<file path="config.mk">
export PLATFORM = sky130hd
export DESIGN_NAME = vga_scan_controller
export DESIGN_NICKNAME = d
export VERILOG_FILES = /design/src/rtl/vga_scan_controller.sv
export SDC_FILE = /design/constraint.sdc
export NUM_CORES = 1
export LEC_CHECK = 0
export ABC_AREA = 1
export BUFFER_PORTS_ARGS = -buffer_cell sky130_fd_sc_hd__buf_2
export CAP_MARGIN = 10
export CORE_MARGIN = 2
export CORE_UTILIZATION = 57
export CTS_CLUSTER_SIZE = 10
export DETAILED_ROUTE_END_ITERATION = 8
export GPL_TIMING_DRIVEN = 0
export PLACE_DENSITY = 0.83
export SLEW_MARGIN = 40
export SYNTH_ARGS = -nofsm -noshare
export SYNTH_HDL_FRONTEND = slang
export SYNTH_SLANG_ARGS = --single-unit
</file>
<file path="constraint.sdc">
create_clock -name clk -period 2.3 [get_ports clk]
set_clock_uncertainty 0.05 [all_clocks]
set_input_delay 0.115 -clock clk [delete_from_list [all_inputs] [get_ports clk]]
set_output_delay 0.115 -clock clk [all_outputs]
set_load 0.03 [all_outputs]
</file>
<file path="src/rtl/vga_scan_controller.sv">
// ----------------------------------------------------------------------------
// vga_scan_controller
//
// Raster scan generator for a VGA style display. A small FSM (IDLE, RUN,
// STOPPING) gates a pair of 10-bit pixel/line counters that advance on every
// cycle where pix_tick is high. Sync, visible-area and status pulse outputs
// are decoded combinationally from the registered state and counters, so
// they line up with pixel_x/pixel_y with no extra latency.
//
// Ports
//   clk          system clock, rising edge active
//   reset_n      asynchronous active-low reset
//   pix_tick     pixel enable; counters move only when high
//   start        level request to begin scanning
//   stop         level request to halt at the end of the current frame
//   pixel_x      current column, 0..H_TOTAL-1
//   pixel_y      current row, 0..V_TOTAL-1
//   hsync        active-low horizontal sync
//   vsync        active-low vertical sync
//   video_on     current pixel lies in the visible area
//   line_done    pulse on the last pixel tick of a line
//   frame_done   pulse on the last pixel tick of a frame
//   frame_start  pulse on the pixel tick at (0,0)
//   busy         FSM is not IDLE
// ----------------------------------------------------------------------------
module vga_scan_controller #(
    parameter int H_VISIBLE = 640,
    parameter int H_FP      = 16,
    parameter int H_SYNC    = 96,
    parameter int H_BP      = 48,
    parameter int V_VISIBLE = 480,
    parameter int V_FP      = 10,
    parameter int V_SYNC    = 2,
    parameter int V_BP      = 33
) (
    input  logic       clk,
    input  logic       reset_n,
    input  logic       pix_tick,
    input  logic       start,
    input  logic       stop,
    output logic [9:0] pixel_x,
    output logic [9:0] pixel_y,
    output logic       hsync,
    output logic       vsync,
    output logic       video_on,
    output logic       line_done,
    output logic       frame_done,
    output logic       frame_start,
    output logic       busy
);

    localparam int H_TOTAL = H_VISIBLE + H_FP + H_SYNC + H_BP;
    localparam int V_TOTAL = V_VISIBLE + V_FP + V_SYNC + V_BP;

    localparam logic [9:0]  H_LAST       = 10'(H_TOTAL - 1);
    localparam logic [9:0]  V_LAST       = 10'(V_TOTAL - 1);
    localparam logic [9:0]  H_SYNC_FIRST = 10'(H_VISIBLE + H_FP);
    localparam logic [9:0]  H_SYNC_LAST  = 10'(H_VISIBLE + H_FP + H_SYNC - 1);
    localparam logic [9:0]  V_SYNC_FIRST = 10'(V_VISIBLE + V_FP);
    localparam logic [9:0]  V_SYNC_LAST  = 10'(V_VISIBLE + V_FP + V_SYNC - 1);
    // One bit wider so a visible width of exactly 1024 still compares correctly.
    localparam logic [10:0] H_VIS_LIMIT  = 11'(H_VISIBLE);
    localparam logic [10:0] V_VIS_LIMIT  = 11'(V_VISIBLE);

    typedef enum logic [1:0] {
        IDLE     = 2'd0,
        RUN      = 2'd1,
        STOPPING = 2'd2
    } state_t;

    state_t state;
    state_t state_next;

    logic x_last;
    logic y_last;
    logic wrap_tick;

    assign x_last    = (pixel_x == H_LAST);
    assign y_last    = (pixel_y == V_LAST);
    // Last pixel tick of the frame: both counters are about to roll over.
    assign wrap_tick = pix_tick & x_last & y_last;

    always_ff @(posedge clk or negedge reset_n) begin
        if (!reset_n) begin
            state <= IDLE;
        end else begin
            state <= state_next;
        end
    end

    // In STOPPING the end of frame takes priority over a fresh start request,
    // and a start only cancels the pending stop when stop itself has dropped.
    always_comb begin
        state_next = state;
        case (state)
            IDLE: begin
                if (start) begin
                    state_next = RUN;
                end
            end
            RUN: begin
                if (stop) begin
                    state_next = STOPPING;
                end
            end
            STOPPING: begin
                if (wrap_tick) begin
                    state_next = IDLE;
                end else if (start && !stop) begin
                    state_next = RUN;
                end
            end
            default: state_next = IDLE;
        endcase
    end

    // Counters sit at the origin while IDLE, so every run begins at (0,0).
    always_ff @(posedge clk or negedge reset_n) begin
        if (!reset_n) begin
            pixel_x <= 10'd0;
            pixel_y <= 10'd0;
        end else if (state == IDLE) begin
            pixel_x <= 10'd0;
            pixel_y <= 10'd0;
        end else if (pix_tick) begin
            if (x_last) begin
                pixel_x <= 10'd0;
                pixel_y <= y_last ? 10'd0 : pixel_y + 10'd1;
            end else begin
                pixel_x <= pixel_x + 10'd1;
            end
        end
    end

    always_comb begin
        busy        = (state != IDLE);
        hsync       = !(busy && (pixel_x >= H_SYNC_FIRST) && (pixel_x <= H_SYNC_LAST));
        vsync       = !(busy && (pixel_y >= V_SYNC_FIRST) && (pixel_y <= V_SYNC_LAST));
        video_on    = busy && ({1'b0, pixel_x} < H_VIS_LIMIT) && ({1'b0, pixel_y} < V_VIS_LIMIT);
        line_done   = busy && pix_tick && x_last;
        frame_done  = busy && wrap_tick;
        frame_start = busy && pix_tick && (pixel_x == 10'd0) && (pixel_y == 10'd0);
    end

endmodule

</file>
# After elaboration in Yosys (flattened, before gate mapping)
# Index checks and enable logic that the tools add are counted.
# totals
word_cells,55
ff_bits,22
output_inout_bits,27
in_bits,5
# op_classes
bitwise_logic,2
mux,12
magnitude_cmp,6
add_sub_neg,2
eq_ne,7
reduce_logical,23
# op_table
cell,count
2-to-1 mux 10 bit,7
"adder 10 x 1 -> 10 bit, second input constant",2
"== test 10 bit, second input constant",2
logical NOT 10 bit,2
logical AND 1 bit,12
">= comparator 10 bit, second input constant",1
">= comparator 10 x 9 -> 1 bit, second input constant",1
"<= comparator 10 bit, second input constant",1
"<= comparator 10 x 9 -> 1 bit, second input constant",1
"< comparator 10 bit, second input constant",1
"< comparator 10 x 9 -> 1 bit, second input constant",1
2-to-1 mux 2 bit,4
one-hot mux 2 bit (3 select lines),1
nonzero test 2 bit,3
"inequality test 2 bit, second input constant",2
logical NOT 1 bit,3
"inequality test 3 bit, second input constant",1
AND reduction 3 bit,1
AND 1 bit,2
"== test 2 x 1 -> 1 bit, second input constant",1
"== test 2 bit, second input constant",1
logical NOT 2 bit,1
AND reduction 2 bit,1

# Longest topological paths before layout
# Gate-level depths: netlist (run 1).
# depth
word_depth,5
mapped_depth,8
depth_no_buf,8

# Worst setup path before layout (run 1)
# No wires, ideal clock.
# synth_path
path_kind,reg2out
from,reg pixel_y[0]
to,out frame_start
required_time_ns,2.135
path_slack_ns,0.136
t_arrival_ns,1.999
path_stages_with_launch,7
path_buffers,0
path_cell_list,dfrtp_1 inv_1 ha_1 nand2_1 inv_1 nand3_1 nor4_1
# synth_via
elab_chain_cells,2
# synth_lines
element,line_no,source
"start, declared",42,"output logic [9:0] pixel_y,"
"start signal, assigned",128,pixel_y <= y_last ? 10'd0 : pixel_y + 10'd1;
logical NOT 10 bit,142,frame_start = busy && pix_tick && (pixel_x == 10'd0) && (pixel_y == 10'd0);
logical AND 1 bit,142,
"end, declared",48,"output logic frame_start,"
# No other way between the ends.

# Worst setup path after layout (run 1)
# Same ends and word-level chain as after synthesis.

==> results by group, run 1 <==
Logic synthesis
  • Mapped Cells: 188
  • Synth unique cells: 31
  • Seq cells post-synth: 22
  • Ys Warns: 0
  • Yosys top cell by area: dfrtp_1
  • Synth top area cells: dfrtp_1 38%, nand2_1 8.9%, nand3_1 7.3%
  • Post-Syn Nets: 198
  • Post-synth top area share: 0.382
  • Register area share after synthesis: 0.382
  • Synthesized cell area: 1440 sq um
  • Mean Syn Cell Area: 7.66 sq um

STA
  • Final setup vio count: 0
  • Tmin final: 2.02 ns
  • Pins Over Slew Limit: 0
  • Slew Limit Headroom: 0.640
  • Final worst path period share: 0.878
  • Fin. Hold Viols: 0
  • Fmax: 0.495 GHz
  • RSZ-0062 raised after global routing: false
  • Worst slew pin tran: 0.539 ns
  • Final worst slack: 0.281 ns
  • Setup TNS: 0 ns

Global routing
  • Initial antenna violation count: 0
  • GR Overflow Total: 0
  • GRT Overall Usage: 0.264
  • Vias in the first global route: 1,296
  • Largest net degree at the start of global routing: 23
  • First-pass GRT wire length: 5600 microns

Floorplanning
  • Die Ht: 54.3 microns
  • Die width: 54.3 microns
  • Initial core utilization: 0.592
  • Die footprint: 2940 sq um
  • Top Ports: 32
  • Core area: 2430 sq um
  • Std-Cell Rows: 18

Clock network
  • Post-CTS setup buffers: 0
  • CTS tree: built
  • Reg clk slew, reported paths: 0.12 ns
  • Clock buffer count from CTS: 3
  • Sinks on Clock Net: 22
  • Clk_lat worst skew: 0.32 ns
  • Root Buffer: clkbuf_4
  • H-tree Lvls: 1
  • CTS max path bufs: 2

Critical path
  • CP Capture Type: primary output
  • CP Launch Type: register
  • Worst EP arrival: 1.85 ns
  • Crit path max fanout: 7
  • Critical setup path kind: register to primary output
  • CP required: 2.13 ns

Layout
  • Ant diodes: 0
  • NumNets Final: 235
  • Most frequent cells in the layout: 34 x nand2_1, 31 x buf_2, 26 x inv_1, 22 x dfrtp_1, 21 x nand3_1
  • Area delta synth->final: 17.7%
  • Layout cell share with drive strength beyond 1: 0.205
  • Most common cell after layout, fill and taps aside: nand2_1

Route
  • Metal3 WL: 202 microns
  • DR iter-0 viols: 41
  • Antenna-violating nets left: 0
  • Wire length on met1: 1410 microns
  • WL/cell: 13.5 microns
  • Drt via density: 5.69
  • Top layer in use: met4
  • Routed met2 length: 1780 microns
  • DR vias: 1,444
  • Drc violations: 0
  • First drt pass iteration count: 4
  • Detailed Route WL: 3420 microns

Placement
  • Routability cong.: 0.907
  • Hpwl dp: 2640 microns
  • Port bufs: 31
  • Pre-CTS setup slack: 0.623 ns

Pwr
  • VDD IR max: 0.640 mV
  • Lkg Pwr: 0.803 nW
  • Power Dens Cells: 700 nW/um^2

Min path
  • Worst Hold Class: primary input to register

Job
  • Max-cap violations: 0

Outcome
  • Outcome: finished clean
-- state kept, by name, summed over array words and instances, names as in the netlist --
signal / cells
pixel_x: 10
pixel_y: 10
state: 2
-- layout make-up --
cell class                 instances  area [sq um]
clock buffer                       3          22.5
multi-input combinational        137           781
tap                               30          37.5
fill                             204           737
inverter                          28           105
clock inverter                     1          30.0
buffer                             1          3.75
timing repair buffer              32           165
sequential                        22           551
-- power by group --
part	switching, mW	internal (mW)
Combinational	0.326	0.112
Clock	0.122	0.176
Sequential	0.0320	0.419
Total	0.480	0.707
-- per-layer routing --
metal | vias to the layer above | global-route usage
met3 | 5 | 0.0328
met4 | 0 | 0.100
met1 | 667 | 0.311
li1 | 716 | -
met2 | 56 | 0.484
met5 | - | 0
-- cell usage after synthesis --
cell type  instances
nand3_2            1
a21oi_1            2
clkbuf_1           1
o21bai_1           1
nand3_4            1
o22ai_1            9
a22oi_1            1
ha_1               5
xnor2_1            2
xor2_1             5
nor4_1             3
nor2_8             1
nand4_1            5
nand2_4            1
nand3_1           21
dfrtp_1           22
a31oi_1            1
inv_2              2
o21a_1             1
nor3_2             1
nand3b_1           1
o21ai_0           14
nor3b_1            1
nand2_2            1
inv_1             26
nor3_1             9
nand2_1           34
nor2_4             1
o21ai_1            1
nor2_1            12
nor2_2             2
-- cell families (layout without fill, tap and decap cells) --
group / Yosys count / count (layout) / share of synthesized area
buffers and inverters: 29 / 65 / 0.0756
AO/OA/AOI/OAI: 30 / 30 / 0.118
adder cells (fa/ha/maj): 5 / 5 / 0.0434
flip-flops: 22 / 22 / 0.382
XOR/XNOR: 7 / 7 / 0.0426
AND/OR/NAND/NOR: 95 / 95 / 0.338
-- worst max-delay path: stages (launching register included) --
cell and delay, ns:
dfrtp_1 0.48, inv_1 0.15, ha_1 0.16, nand2_1 0.06
inv_1 0.08, nand3_1 0.07, nor4_1 0.28, buf_2 0.25
-- stage by stage --
step	cell area (sq um)	power (mW)	hold slack, ns	instances	util
2_1_floorplan	1440	0.764	-0.231	188	-
5_1_grt	1700	1.25	0.0502	254	0.697
4_1_cts	1700	1.20	0.0195	254	0.697
3_5_place_dp	1630	0.893	0.0658	249	0.671
6_report	1700	1.19	0.0266	254	0.697
3_3_place_gp	1630	0.872	0.0530	249	0.671
-- path summary, 6_finish.rpt --
check / slack [ns] / start / cells past startpoint / to
worst max-delay path: 0.28 / pixel_y[0]$_DFFE_PN0P_ / 7 / frame_start
min in group asynchronous: 0.23 / reset_n / 2 / pixel_y[5]$_DFFE_PN0P_
worst min-delay path: 0.03 / start / 3 / state[0]$_DFFE_PN0P_
worst min register to register: 0.55 / pixel_y[8]$_DFFE_PN0P_ / 2 / pixel_y[8]$_DFFE_PN0P_
max in group asynchronous: 1.62 / reset_n / 2 / pixel_y[2]$_DFFE_PN0P_
worst max register to register: 0.67 / pixel_x[1]$_DFFE_PN0P_ / 7 / pixel_y[2]$_DFFE_PN0P_
-- what timing repair did --
action / 4_1_cts / 5_1_grt
hold buffers: 1 / 0
endpoints found under the hold margin: 22 / 0
gates resized for setup: 0 / 0
setup endpoints to repair: 0 / 0
Note: power is estimated with default switching activity, not from simulation.
==> run 2, diff against run 1 <==
--- a/config.mk
+++ b/config.mk
@@ -8,12 +8,13 @@
 export ABC_AREA = 1
 export BUFFER_PORTS_ARGS = -buffer_cell sky130_fd_sc_hd__buf_2
 export CAP_MARGIN = 10
+export CORE_ASPECT_RATIO = 1.75
 export CORE_MARGIN = 2
-export CORE_UTILIZATION = 57
+export CORE_UTILIZATION = 48
 export CTS_CLUSTER_SIZE = 10
 export DETAILED_ROUTE_END_ITERATION = 8
 export GPL_TIMING_DRIVEN = 0
-export PLACE_DENSITY = 0.83
+export PLACE_DENSITY = 0.75
 export SLEW_MARGIN = 40
 export SYNTH_ARGS = -nofsm -noshare
 export SYNTH_HDL_FRONTEND = slang
==> constraint.sdc (replaced) <==
create_clock -name clk -period 1.6 [get_ports clk]
set_clock_uncertainty 0.05 [all_clocks]
set_input_delay 0.08 -clock clk [delete_from_list [all_inputs] [get_ports clk]]
set_output_delay 0.08 -clock clk [all_outputs]
set_load 0.03 [all_outputs]
==> run 2 against run 1 <==
Effect of this change:
- the run now ends with setup timing left
- setup slack got worse by 0.45 ns
- flip-flop and latch count did not move
- wire length rose by 39%
==> results by group, run 2 (synthesized netlist as in run 1, its figures left out) <==
Outcome
  • Outcome: complete, but fails checks
  • Failing checks: setup timing

Placement
  • Hpwl dp: 2920 microns (+11%)
  • Routability cong.: 0.914 (+0.85%)
  • Placed Area: 1680 sq um (+2.9%)
  • Post-Place Cells: 247 (-0.80%)
  • Port bufs: 31 (unchanged)

Floorplanning
  • Core area: 2900 sq um (+19%)
  • Die width: 45.4 microns (-16%)
  • Initial core utilization: 0.497 (-0.0947)
  • Std-Cell Rows: 26 (+8)
  • Die footprint: 3470 sq um (+18%)
  • Die Ht: 76.5 microns (+41%)
  • Top Ports: 32 (unchanged)

STA
  • Final worst path period share: 1.10
  • Final setup vio count: 6 (+6)
  • RSZ-0062 raised after global routing: true
  • Pins Over Slew Limit: 0 (unchanged)
  • Worst slew pin tran: 0.526 ns (-0.0133 ns)
  • Final worst slack: -0.165 ns (-0.446 ns)
  • Fin. Hold Viols: 0 (unchanged)
  • Fmax: 0.567 GHz
  • Final hold slack: 0.0460 ns (+0.0194 ns)
  • Slew Limit Headroom: 0.650 (+0.00926)
  • Tmin final: 1.76 ns

Layout
  • Final Non-Filler Cells: 278 (+9.4%)
  • NumNets Final: 261 (+11%)
  • Storage cell area: 563 sq um (+2.3%)
  • Biggest regs: pixel_x (10), pixel_y (10), state (2)
  • Ant diodes: 0 (unchanged)
  • Fillers: 201 (-1.5%)
  • Most frequent cells in the layout: 31 x nand2_1, 26 x buf_2, 23 x buf_4, 17 x inv_1, 15 x nand3_1
  • Layout cell share with drive strength beyond 1: 0.500 (+0.295)
  • Area of the multi-input gates: 1040 sq um (+34%)
  • Area delta synth->final: 54.7%
  • Most common cell after layout, fill and taps aside: nand2_1
  • Post-route cell area: 2230 sq um (+31%)

Critical path
  • CP Launch Type: register
  • Crit path max fanout: 2 (-5)
  • Worst EP arrival: 1.63 ns (-0.22 ns)
  • CP startpoint: pixel_y[1]$_DFFE_PN0P_
  • Critical setup path kind: register to primary output
  • Critical path's slowest cell: dfrtp_2
  • CP required: 1.47 ns (-0.66 ns)
  • Max stage delay on crit path: 0.44 ns (-0.04 ns)
  • Worst path cell trace: inv_4, ha_4, nand2_4, inv_2, nand3_2, nor4_4, buf_6
  • CP delay by family, top: simple AND/OR/NAND/NOR gates
  • R2r startpoint: pixel_y[1]$_DFFE_PN0P_
  • Bufs and invs on worst path: 3 (unchanged)
  • CP Capture Type: primary output

Clock network
  • Reg clk slew, reported paths: 0.09 ns (-0.03 ns)
  • CTS max path bufs: 2 (unchanged)
  • Sinks on Clock Net: 22 (unchanged)
  • H-tree Lvls: 1 (unchanged)
  • Clk_lat worst skew: 0.26 ns (-0.06 ns)
  • CTS tree: built
  • Clock buffer count from CTS: 3 (unchanged)
  • Root Buffer: clkbuf_8

Min path
  • Worst Hold Class: primary input to register
  • Hold_sp: start

Route
  • Drt via density: 6.00 (+5.5%)
  • DR vias: 1,667 (+15%)
  • Antenna-violating nets left: 0 (unchanged)
  • WL/cell: 17.1 microns (+27%)
  • Detailed Route WL: 4760 microns (+39%)
  • First drt pass iteration count: 6 (+2)
  • DR iter-0 viols: 81 (+98%)
  • Drc violations: 0 (unchanged)

Pwr
  • VDD IR max: 0.816 mV (+27%)
  • Pwr Total: 2.02 mW (+70%)
  • Power Dens Cells: 906 nW/um^2 (+29%)
  • Lkg Pwr: 0.967 nW (+20%)

Global routing
  • First-pass GRT wire length: 6840 microns (+22%)
  • Largest net degree at the start of global routing: 23 (unchanged)
  • GR Overflow Total: 0 (unchanged)
  • GRT Overall Usage: 0.257 (-0.00711)
  • Initial antenna violation count: 0 (unchanged)
  • Vias in the first global route: 1,594 (+23%)

Job
  • Max-cap violations: 0 (unchanged)
-- run 2: cell count changes in the layout (fill, tap and decap cells not counted), moves of 5 or more --
cell / delta
buf_4: +23
clkbuf_8: +5
o22ai_1: -6
nand3_1: -6
ha_4: +5
buf_6: +8
dfrtp_2: +10
ha_1: -5
o22ai_2: +6
dfrtp_1: -10
inv_1: -9
buf_2: -5
inv_2: +5
-- run 2: path summary, 6_finish.rpt --
kind	end	slack [ns]	cells past startpoint
max reg2reg	state[0]$_DFFE_PN0P_	-0.01	8
min	state[0]$_DFFE_PN0P_	0.05	3
min in group asynchronous	pixel_x[6]$_DFFE_PN0P_	0.27	2
max	frame_start	-0.16	7
min reg2reg	pixel_y[8]$_DFFE_PN0P_	0.50	2
max in group asynchronous	pixel_y[0]$_DFFE_PN0P_	0.85	2
-- run 2: final cells by class --
class                           count  area share
Buffer                              1     0.00618
Clock buffer                        4      0.0247
Inverter                           28      0.0517
Multi-Input combinational cell    137       0.468
Sequential cell                    22       0.253
Tap cell                           28      0.0157
Timing Repair Buffer               58       0.181
-- run 2: report_power, final --
part / internal, mW / switching, mW / total (mW)
logic: 0.318 / 0.604 / 0.922
registers: 0.609 / 0.0710 / 0.680
clock network: 0.220 / 0.197 / 0.417
total: 1.15 / 0.872 / 2.02
-- run 2: worst register-to-register path, delay by kind of cell (launching register included) --
kind	cells	cell delay, ns
adders and majority gates	1	0.14
and+or+nand+nor	3	0.35
DFF	1	0.44
buffers and inverters	2	0.27
AOI/OAI and AO/OA	2	0.26
-- run 2: stage by stage --
step / utilization / setup WS [ns] / TNS, ns
global route: 0.770 / -0.228 / -1.20
finish: 0.770 / -0.165 / -0.367
floorplan: - / 0.00185 / 0
CTS: 0.678 / -0.135 / -0.462
detailed placement: 0.580 / -0.0865 / -1.07
global placement: 0.580 / -0.0661 / -0.922
-- run 2: routing by layer --
metal  share of wire  routed length (microns)  vias to the layer above  GRT usage
met4           0.018                       84                        0     0.0912
met3           0.043                      205                        9     0.0308
met1            0.36                     1730                      816      0.266
met2            0.58                     2740                       79      0.482
li1                -                        -                      763          -
met5               0                        0                        -          0
-- run 2: timing repair --
action | 4_1_cts | 5_1_grt
endpoints found under the hold margin | 22 | 0
gates resized for setup | 28 | 52
pin swaps | 10 | 12
setup buffers | 15 | 11
endpoints found under the setup margin | 25 | 26
hold buffers | 1 | 0
==> run 3, diff against run 2 <==
--- a/config.mk
+++ b/config.mk
@@ -15,6 +15,7 @@
 export DETAILED_ROUTE_END_ITERATION = 8
 export GPL_TIMING_DRIVEN = 0
 export PLACE_DENSITY = 0.75
+export SKIP_LAST_GASP = 1
 export SLEW_MARGIN = 40
 export SYNTH_ARGS = -nofsm -noshare
 export SYNTH_HDL_FRONTEND = slang
==> constraint.sdc (replaced) <==
create_clock -name clk -period 1.6 [get_ports clk]
set_clock_uncertainty 0.05 [all_clocks]
set_input_delay 0.08 -clock clk [delete_from_list [all_inputs] [get_ports clk]]
set_output_delay 0.08 -clock clk [all_outputs]
set_load 0.05 [all_outputs]
==> run 3 against run 2 <==
Effect of this change:
- the flow still finishes with violations (setup timing)
- cell area grew 0.28%
- sequential share of layout area grew 0.49 points
- critical path depth shrank 1
- critical endpoint unchanged
- largest cell class unchanged
==> results by group, run 3 (synthesized netlist as in run 1, its figures left out) <==
Outcome
  • Outcome: complete, but fails checks
  • Failing checks: setup timing

Route
  • DR iter-0 viols: 49 (-40%)
  • Antenna-violating nets left: 0 (unchanged)
  • WL/cell: 15.7 microns (-8.1%)
  • Drt via density: 5.79 (-3.5%)
  • First drt pass iteration count: 4 (-2)
  • DR vias: 1,592 (-4.5%)
  • Drc violations: 0 (unchanged)
  • Detailed Route WL: 4330 microns (-9.1%)

Layout
  • Area delta synth->final: 55.2%
  • Most common cell after layout, fill and taps aside: nand2_1
  • Final core utilization: 0.772 (+0.00216)
  • NumNets Final: 258 (-1.1%)
  • Post-route cell area: 2230 sq um (+0.28%)
  • Biggest regs: pixel_x (10), pixel_y (10), state (2)
  • Most frequent cells in the layout: 27 x nand2_1, 26 x buf_2, 20 x dfrtp_2, 19 x buf_4, 17 x nand3_1
  • Ant diodes: 0 (unchanged)
  • Layout cell share with drive strength beyond 1: 0.543 (+0.0425)

Global routing
  • Largest net degree at the start of global routing: 23 (unchanged)
  • GRT Overall Usage: 0.257 (-0.000314)
  • Met1 Use GR: 0.279 (+0.0127)
  • First-pass GRT wire length: 6760 microns (-1.1%)
  • Gr busiest metal: met2
  • Grt met2 use: 0.451 (-0.0310)
  • Vias in the first global route: 1,504 (-5.6%)
  • GR Overflow Total: 0 (unchanged)
  • GR Layer Usage met3: 0.0379 (+0.00711)
  • Initial antenna violation count: 0 (unchanged)

Critical path
  • CP Launch Type: register
  • CP Capture Type: primary output
  • CP required: 1.47 ns (about the same)
  • CP startpoint: pixel_x[0]$_DFFE_PN0P_
  • Critical setup path kind: register to primary output
  • CP delay by family, top: flip-flops
  • Bufs and invs on worst path: 3 (unchanged)
  • Reg2Reg Setup Slack: 0.02 ns (+0.03 ns)
  • Worst path cell trace: clkbuf_8, inv_4, ha_4, nand4_1, nor4_4, buf_6
  • Worst EP arrival: 1.58 ns (-0.05 ns)
  • R2r startpoint: pixel_y[2]$_DFFE_PN0P_
  • Critical path depth: 6 (-1)
  • Max stage delay on crit path: 0.44 ns (about the same)
  • Worst Setup EP: frame_start
  • Worst reg2reg path depth: 5 (-3)
  • FF-to-FF End: pixel_y[5]$_DFFE_PN0P_
  • Crit path max fanout: 3 (+1)
  • Critical path's slowest cell: dfrtp_2

Floorplanning
  • Initial core utilization: 0.497 (unchanged)
  • Die footprint: 3470 sq um (unchanged)
  • Die width: 45.4 microns (unchanged)
  • Die Ht: 76.5 microns (unchanged)
  • Top Ports: 32 (unchanged)
  • Core area: 2900 sq um (unchanged)
  • Std-Cell Rows: 26 (unchanged)

Placement
  • Routability cong.: 0.946 (+3.5%)
  • Hpwl dp: 3000 microns (+2.9%)
  • Pre-CTS setup slack: -0.0119 ns (+0.0746 ns)
  • Placed Area: 1770 sq um (+5.1%)
  • Port bufs: 31 (unchanged)

Pwr
  • VDD IR max: 0.845 mV (+3.6%)
  • Power Dens Cells: 937 nW/um^2 (+3.4%)
  • Lkg Pwr: 0.937 nW (-3.1%)

Clock network
  • Clock buffer count from CTS: 3 (unchanged)
  • Sinks on Clock Net: 22 (unchanged)
  • Reg clk slew, reported paths: 0.07 ns (-0.02 ns)
  • H-tree Lvls: 1 (unchanged)
  • Root Buffer: clkbuf_8
  • Clk_lat worst skew: 0.27 ns (about the same)
  • CTS max path bufs: 2 (unchanged)
  • CTS tree: built

STA
  • Pins Over Slew Limit: 0 (unchanged)
  • Fin. Hold Viols: 0 (unchanged)
  • Fmax: 0.586 GHz (+3.4%)
  • Tmin final: 1.71 ns (-0.0582 ns)
  • Final setup vio count: 4 (-2)
  • Worst slew pin tran: 0.514 ns (-0.0117 ns)
  • Final worst path period share: 1.07 (-0.0364)
  • Slew Limit Headroom: 0.657 (+0.00782)
  • RSZ-0062 raised after global routing: true
  • Final worst slack: -0.106 ns (+0.0582 ns)

Min path
  • Hold_sp: start
  • Worst Hold Class: primary input to register

Job
  • Max-cap violations: 0 (unchanged)
[run 3: cell count changes in the layout (fill, tap and decap cells not counted), moves of 3 or more]
cell     previous run  this run
nand2_1            31        27
o21ai_0            10        13
nand2_2             2         7
o21ai_1             3         0
buf_4              23        19
dfrtp_2            10        20
dfrtp_1            12         2
[run 3: area by class of cell]
cell class | count | area (sq um)
multi-input cells | 137 | 1050
flip-flops and latches | 22 | 576
fillers | 193 | 661
repair buffers | 55 | 388
inverters | 28 | 116
well taps | 28 | 35.0
clock buffers | 4 | 55.1
plain buffers | 1 | 13.8
[run 3: per-stage QoR]
stage | std cells | total power [mW] | TNS, ns | hold slack [ns]
after floorplan | 188 | 1.31 | -1.21 | -0.266
after global routing | 275 | 2.23 | -0.770 | 0.0359
after global placement | 247 | 1.49 | 0 | 0.0231
final | 275 | 2.09 | -0.267 | 0.0339
after CTS | 263 | 2.03 | -0.371 | 0.0392
after detailed placement | 247 | 1.51 | -0.0119 | 0.0324
[run 3: worst register-to-register path: stages (launching register included)]
cell and delay, ns:
dfrtp_2 0.48, inv_1 0.17, nor3_1 0.37, nand2_1 0.14, xor2_1 0.17, o22ai_1 0.10
[run 3: worst min-delay path by stage]
stage	to	slack [ns]	cells past startpoint
final	state[0]$_DFFE_PN0P_	0.03	3
after global routing	state[0]$_DFFE_PN0P_	0.04	3
after CTS	state[0]$_DFFE_PN0P_	0.04	3
after detailed placement	pixel_y[6]$_DFFE_PN0P_	0.03	1
after global placement	pixel_y[6]$_DFFE_PN0P_	0.02	1
after floorplan	pixel_x[0]$_DFFE_PN0P_	-0.27	0
[run 3: power breakdown]
part           switching (mW)  internal (mW)  total (mW)
Clock                   0.176          0.220       0.395
Sequential             0.0684          0.610       0.679
Combinational           0.688          0.332        1.02
[run 3: repair_timing]
item | in CTS | in global routing
pin swaps | 8 | 18
hold endpoints to repair | 22 | 0
hold buffers | 1 | 0
buffers inserted | 11 | 13
resized for setup | 21 | 36
endpoints found under the setup margin | 7 | 22
[run 3: layer usage]
metal	wire (microns)	share of wire	up-vias
li1	-	-	752
met1	1590	0.37	783
met2	2490	0.58	48
met3	140	0.032	9
met4	105	0.024	0
met5	0	0	-
